==> src/rtl/game_ctrl_fsm_pkg.sv <==
// Shared definitions for the STG game controller: state encodings,
// default phase timings and small helpers.
package game_ctrl_fsm_pkg;

  localparam logic [2:0] ST_BOOT  = 3'd0;
  localparam logic [2:0] ST_TITLE = 3'd1;
  localparam logic [2:0] ST_PLAY  = 3'd2;
  localparam logic [2:0] ST_HIT   = 3'd3;
  localparam logic [2:0] ST_BOMB  = 3'd4;
  localparam logic [2:0] ST_PAUSE = 3'd5;
  localparam logic [2:0] ST_OVER  = 3'd6;

  localparam int DEF_BOOT_TICKS = 20_000_000;
  localparam int DEF_HIT_TICKS  = 200_000_000;
  localparam int DEF_BOMB_TICKS = 400_000_000;

  // States in which the game world advances and extra lives are honoured.
  function automatic logic is_world(input logic [2:0] st);
    return (st == ST_PLAY) || (st == ST_HIT) || (st == ST_BOMB);
  endfunction

endpackage

==> src/rtl/game_ctrl_fsm_btn_edge.sv <==
// Rising-edge detector for one debounced button. The history register resets
// to RST_VAL so a button held through reset does not fire.
module btn_edge #(
  parameter logic RST_VAL = 1'b1
) (
  input  logic clk,
  input  logic hard_reset,
  input  logic level,
  output logic rise
);

  logic prev;

  always_ff @(posedge clk) begin
    if (hard_reset) prev <= RST_VAL;
    else            prev <= level;
  end

  assign rise = level & ~prev;

endmodule

==> src/rtl/game_ctrl_fsm.sv <==
// Top-level game controller: phase FSM, phase timer, life/bomb counters and
// the enable/reset strobes for the world blocks. All outputs are registered.
module game_ctrl_fsm
  import game_ctrl_fsm_pkg::*;
#(
  parameter int CNT_W      = 4,
  parameter int LIFE_INIT  = 3,
  parameter int BOMB_INIT  = 3,
  parameter int LIFE_MAX   = 9,
  parameter int TMR_W      = 32,
  parameter int BOOT_TICKS = DEF_BOOT_TICKS,
  parameter int HIT_TICKS  = DEF_HIT_TICKS,
  parameter int BOMB_TICKS = DEF_BOMB_TICKS
) (
  input  logic             clk,
  input  logic             hard_reset,
  input  logic             enter,
  input  logic             bomb,
  input  logic             pause,
  input  logic             collision,
  input  logic             extend,
  output logic [CNT_W-1:0] num_life,
  output logic [CNT_W-1:0] num_bomb,
  output logic [2:0]       game_state,
  output logic             game_en,
  output logic             game_reset,
  output logic             invuln,
  output logic             bomb_active
);

  localparam logic [TMR_W-1:0] BOOT_LOAD = TMR_W'(BOOT_TICKS - 1);
  localparam logic [TMR_W-1:0] HIT_LOAD  = TMR_W'(HIT_TICKS - 1);
  localparam logic [TMR_W-1:0] BOMB_LOAD = TMR_W'(BOMB_TICKS - 1);
  localparam logic [CNT_W-1:0] LIFE_INIT_C = CNT_W'(LIFE_INIT);
  localparam logic [CNT_W-1:0] BOMB_INIT_C = CNT_W'(BOMB_INIT);
  localparam logic [CNT_W-1:0] LIFE_MAX_C  = CNT_W'(LIFE_MAX);
  localparam logic [CNT_W-1:0] CNT_ONE     = CNT_W'(1);

  logic enter_rise, bomb_rise, pause_rise;

  btn_edge #(.RST_VAL(1'b1)) u_enter_edge (
    .clk(clk), .hard_reset(hard_reset), .level(enter), .rise(enter_rise));
  btn_edge #(.RST_VAL(1'b1)) u_bomb_edge (
    .clk(clk), .hard_reset(hard_reset), .level(bomb), .rise(bomb_rise));
  btn_edge #(.RST_VAL(1'b1)) u_pause_edge (
    .clk(clk), .hard_reset(hard_reset), .level(pause), .rise(pause_rise));

  logic [2:0]       state, state_n, ret_state, ret_n;
  logic [TMR_W-1:0] timer, timer_n;
  logic [CNT_W-1:0] life_n, bomb_n, life_ext;
  logic             reset_n, bomb_ok, timer_done;

  assign life_ext   = (num_life >= LIFE_MAX_C) ? num_life : num_life + CNT_ONE;
  assign bomb_ok    = bomb_rise && (num_bomb != '0);
  assign timer_done = (timer == '0);

  always_comb begin
    state_n = state;
    ret_n   = ret_state;
    timer_n = timer;
    life_n  = num_life;
    bomb_n  = num_bomb;
    reset_n = 1'b0;
    if (extend && is_world(state)) life_n = life_ext;
    case (state)
      ST_BOOT: begin
        if (timer_done) state_n = ST_TITLE;
        else            timer_n = timer - TMR_W'(1);
      end
      ST_TITLE: begin
        if (enter_rise) begin
          state_n = ST_PLAY;
          reset_n = 1'b1;
          life_n  = LIFE_INIT_C;
          bomb_n  = BOMB_INIT_C;
        end
      end
      ST_PLAY: begin
        if (pause_rise) begin
          ret_n   = ST_PLAY;
          state_n = ST_PAUSE;
        end else if (bomb_ok) begin
          state_n = ST_BOMB;
          bomb_n  = num_bomb - CNT_ONE;
          timer_n = BOMB_LOAD;
        end else if (collision) begin
          if (num_life <= CNT_ONE) begin
            // Fatal hit wins over a coincident extend.
            state_n = ST_OVER;
            life_n  = '0;
          end else begin
            state_n = ST_HIT;
            life_n  = extend ? num_life : num_life - CNT_ONE;
            bomb_n  = BOMB_INIT_C;
            timer_n = HIT_LOAD;
          end
        end
      end
      ST_HIT, ST_BOMB: begin
        if (pause_rise) begin
          // The entry cycle counts toward the phase; a phase that has just
          // run out resumes straight into PLAY.
          state_n = ST_PAUSE;
          ret_n   = timer_done ? ST_PLAY : state;
          if (!timer_done) timer_n = timer - TMR_W'(1);
        end else if (state == ST_HIT && bomb_ok) begin
          state_n = ST_BOMB;
          bomb_n  = num_bomb - CNT_ONE;
          timer_n = BOMB_LOAD;
        end else if (timer_done) begin
          state_n = ST_PLAY;
        end else begin
          timer_n = timer - TMR_W'(1);
        end
      end
      ST_PAUSE: begin
        if (pause_rise) state_n = ret_state;
      end
      ST_OVER: begin
        if (enter_rise) state_n = ST_TITLE;
      end
      default: begin
        state_n = ST_BOOT;
        timer_n = BOOT_LOAD;
      end
    endcase
  end

  always_ff @(posedge clk) begin
    if (hard_reset) begin
      state       <= ST_BOOT;
      ret_state   <= ST_PLAY;
      timer       <= BOOT_LOAD;
      num_life    <= LIFE_INIT_C;
      num_bomb    <= BOMB_INIT_C;
      game_en     <= 1'b0;
      game_reset  <= 1'b0;
      invuln      <= 1'b0;
      bomb_active <= 1'b0;
    end else begin
      state       <= state_n;
      ret_state   <= ret_n;
      timer       <= timer_n;
      num_life    <= life_n;
      num_bomb    <= bomb_n;
      game_en     <= is_world(state_n);
      game_reset  <= reset_n;
      invuln      <= (state_n == ST_HIT) || (state_n == ST_BOMB);
      bomb_active <= (state_n == ST_BOMB);
    end
  end

  assign game_state = state;

endmodule

==> config.mk <==
export PLATFORM = sky130hd
export DESIGN_NAME = game_ctrl_fsm
export DESIGN_NICKNAME = d
export VERILOG_FILES = /design/src/rtl/game_ctrl_fsm_pkg.sv /design/src/rtl/game_ctrl_fsm_btn_edge.sv /design/src/rtl/game_ctrl_fsm.sv
export SDC_FILE = /design/constraint.sdc
export NUM_CORES = 1
export LEC_CHECK = 0
export ABC_AREA = 1
export BUFFER_PORTS_ARGS = -buffer_cell sky130_fd_sc_hd__buf_2
export CORE_MARGIN = 1
export CORE_UTILIZATION = 25
export CTS_CLUSTER_SIZE = 12
export DETAILED_ROUTE_END_ITERATION = 12
export SLEW_MARGIN = 15
export SYNTH_ARGS = -nofsm -noshare
export SYNTH_HDL_FRONTEND = slang
export SYNTH_HIERARCHICAL = 1
export SYNTH_SLANG_ARGS = --single-unit
==> constraint.sdc <==
create_clock -name clk -period 1.72 [get_ports clk]
set_input_delay 0.086 -clock clk [delete_from_list [all_inputs] [get_ports clk]]
set_output_delay 0.086 -clock clk [all_outputs]
set_load 0.02 [all_outputs]
==> results.py <==
metrics = {
    "power": {
        "p_sw_share_pct": 22.5,
        "share_comb_of_total_power_pct": 5.4,
        "power.switching_mw": 0.586,
        "p_leak_nw": 2.84,
        "power_per_cell_area_nw_per_um2": 421,
        "pwr-share-clk_pct": 47.0,
        "p_int_mw": 2.02,
        "totalPowerFinal_mw": 2.60,
        "vdd.ir_drop.worst_mv": 0.518,
        "pwr-share-seq_pct": 47.6,
    },
    "place": {
        "place.detailed.instances": 961,
        "gpl.final_weighted_congestion": 0.875,
        "placement.io_buffers": 21,
        "dpl.hpwl_um": 9480,
        "detailed_place.area_um2": 5060,
    },
    "grt": {
        "vias_in_the_first_global_route": 4400,
        "antenna_found_initial": 0,
        "pin_count_of_the_biggest_net_entering_global_routing": 40,
        "grt-ovfl-total": 0,
        "global_route.usage.total_pct": 16.2,
        "grt_first_pass_wirelength_um": 20600,
    },
    "synth": {
        "synthesis.area_um2": 3740,
        "synth_warnings": 6,
        "ys_ff_latch": 53,
        "yosysUniqueCellTypes": 36,
        "postSynthAreaPerCell_um2": 5.94,
        "synth_nets": 642,
        "number_of_instances_in_the_synthesized_netlist": 629,
        "synth_sequential_area_ratio_pct": 28.4,
    },
    "status": {
        "outcome": "complete, but fails checks",
        "violations": "setup timing",
    },
    "hold_path": {
        "holdPathStages": 4,
        "hold_path_end": "num_life[1]",
        "min_path_type": "input port to register",
        "hold_start": "extend",
    },
    "cts": {
        "worst_setup_hold_path_clk_slew_ns": 0.08,
        "cts_buffers": 5,
        "tritoncts_num_sinks": 53,
        "tritoncts": "done",
        "cts_buffer_depth": 2,
        "ctsHtreeMaxLevel": 2,
        "clk_tree_root_cell": "clkbuf_16",
        "clk_latency_ns": 0.30,
    },
    "sta": {
        "timing.slew.headroom_pct": 58.3,
        "final-setup-viol-count": 18,
        "unrepaired_setup_endpoints_after_global_routing": "true",
        "final_max_slew_viol_count": 0,
        "final_hold_viol_count": 0,
        "period_needed_ns": 1.82,
        "period_share_pct": 106,
        "fin_ws_ns": -0.102,
        "least_margin_pin_slew_ns": 0.624,
        "setup_tns_ns": -0.851,
        "fmax_mhz": 549,
        "skew_ns": 0.0129,
    },
    "finish": {
        "synthesis_to_finish_area_growth_pct": 65.3,
        "fraction_of_final_layout_cells_sized_beyond_drive_strength_1_pct": 43.6,
        "design_area_um2": 6180,
        "finish.net_count": 828,
        "layout.cells.non_filler": 1000,
        "diodes": 0,
        "fin_util_pct": 42.5,
    },
    "floorplanning": {
        "full_die_area_um2": 15400,
        "die_w_um": 124,
        "fp.coreArea_um2": 14500,
        "number_of_top_level_design_ports": 22,
        "die_height_um": 124,
        "initial_core_util_pct": 25.7,
        "row_count": 44,
    },
    "worst_setup_path": {
        "timing.critical_path.required_ns": 1.91,
        "timing.setup.critical_path_class": "register to register",
        "cp.arrival_ns": 2.01,
        "crit_fanout": 5,
        "cp_slowest_stage_delay_ns": 0.33,
        "worstPathCellList": "inv_2 -> ha_4 -> nand2_4 -> nor2_4 -> nand2_2 -> nor2_4 -> o21ai_1 -> o21ai_1 -> nand2_2 -> nand3_2 -> o21ai_2",
        "rr_startpoint": "timer[1]",
        "crit_path_start_kind": "register",
        "reg2reg_to": "game_en",
        "critical_path.endpoint_type": "register",
        "highest_delay_cell_along_the_critical_path": "dfxtp_2",
        "reg2regPathDepth": 11,
        "worst-r2r-setup-slack_ns": -0.10,
    },
    "drt": {
        "routed_wire_length_per_instance_um": 13.9,
        "post_detailed_route_count_of_antenna_violating_nets": 0,
        "route.final.wire_length_um": 13900,
        "vias_post_dr": 4765,
        "detailedRoute.firstIterationViolations": 330,
        "remaining_drc_errors": 0,
        "dr.pass1.iters": 5,
        "detail_route.vias_per_cell": 4.77,
    },
    "job": {
        "timing.max_cap.violations": 0,
    },
}
-- state kept, by name, indices dropped and copies added (netlist names), 3 cells and up --
name        cells
ret_state       3
num_life        4
num_bomb        4
timer          32
game_state      3
-- per-layer routing --
layer | vias up | part of all wire [%] | GRT usage [%]
li1 | 2396 | - | -
met1 | 2191 | 44 | 20.4
met2 | 154 | 50 | 28.1
met3 | 24 | 4.7 | 2.19
met4 | 0 | 1.9 | 5.46
met5 | - | 0 | 0
-- critical path, delay by kind of cell (launching register included) --
family / cells / cell delay (ns)
and+or+nand+nor: 6 / 0.76
AOI/OAI and AO/OA: 3 / 0.39
DFF: 1 / 0.33
adders and majority gates: 1 / 0.15
buffers and inverters: 1 / 0.08
-- kinds of logic (layout without fill, tap and decap cells) --
family / count (synthesis) / in the layout / synth area share [%]
adder cells (fa/ha/maj): 6 / 6 / 2.01
AO/OA/AOI/OAI: 100 / 100 / 14.5
XOR/XNOR: 10 / 10 / 2.34
AND/OR/NAND/NOR: 358 / 358 / 41.5
flip-flops: 53 / 53 / 28.4
buffers and inverters: 102 / 289 / 11.2
-- synthesized netlist by cell type --
master	n	share of area, %
xnor2_1	1	0.23
buf_2	3	0.40
nand4_1	11	1.8
or2_2	1	0.17
inv_1	80	8.0
dfxtp_1	53	28
nand3_1	43	5.8
xor2_1	9	2.1
a21oi_1	46	6.2
buf_6	4	1.2
nand3_2	1	0.27
nand4_2	1	0.33
a21oi_2	1	0.23
o21ai_2	1	0.23
nor4_1	3	0.50
o21ai_1	9	1.2
o211ai_1	6	1.2
o311ai_0	1	0.23
a31oi_1	2	0.33
buf_4	1	0.20
ha_1	6	2.0
o21ai_0	30	4.0
nor2_4	3	0.90
nor2_2	12	2.0
o31ai_1	2	0.40
clkbuf_1	5	0.50
nand2_1	166	17
inv_2	8	0.80
nand2_2	4	0.67
a22oi_1	1	0.20
and2_1	1	0.17
o221ai_1	1	0.23
clkinv_1	1	0.10
nor3_1	18	2.4
nand2_4	2	0.60
nor2_1	92	9.2
-- through the flow --
step	setup slack [ns]	hold WS, ns
4_1_cts	-0.0812	0.172
6_report	-0.102	0.152
5_1_grt	-0.188	0.181
3_3_place_gp	-0.205	0.282
2_1_floorplan	-0.0122	0.178
3_5_place_dp	-0.210	0.290
-- worst max-delay path by stage --
stage	start	end	cells after the start
final	timer[1]	game_en	11
after global routing	timer[1]	game_en	11
after CTS	num_life[0]	game_en	13
after detailed placement	num_life[0]	game_en	13
after global placement	num_life[0]	game_en	13
after floorplan	game_state[2]	timer[2]	12
-- power groups by stage --
| stage | Combinational (mW) | Clock (mW) | Sequential (mW) |
|---|---|---|---|
| global route | 0.152 | 1.29 | 1.24 |
| detailed placement | 0.103 | 0 | 1.27 |
| finish | 0.140 | 1.22 | 1.24 |
| CTS | 0.115 | 1.26 | 1.24 |
| global placement | 0.104 | 0 | 1.27 |
| floorplan | 0.0581 | 0 | 1.27 |
-- final cells by class --
| class | count | area (um2) |
|---|---|---|
| inverters | 89 | 357 |
| repair buffers | 192 | 1550 |
| flip-flops and latches | 53 | 1080 |
| clock inverters | 1 | 30.0 |
| clock buffers | 7 | 143 |
| multi-input cells | 474 | 2790 |
| well taps | 184 | 230 |
| fillers | 1495 | 8360 |
-- cells in the final DEF (no fill, tap or decap), types with 6 or more instances in the layout --
cell type and instances:
o21ai_2 6, dfxtp_1 43, nor3_1 12, clkbuf_16 8
nor2_1 52, dfxtp_2 8, nand2_4 12, a21oi_1 38
nor2_4 19, inv_1 66, nand2_2 25, o211ai_1 6
buf_4 144, buf_6 18, o21ai_1 19, o21ai_0 13
nand3_1 40, xor2_1 9, nand4_1 11, nor2_2 36
nand2_1 135, a21oi_2 8, inv_2 17, buf_2 21
-- what timing repair did --
action	4_1_cts	5_1_grt
setup endpoints to repair	44	47
buffers inserted	6	19
pin swaps	21	43
cloned	0	3
endpoints found under the hold margin	3	0
gates resized for setup	69	139
hold buffers	3	0
(Power assumes the default switching activity.)
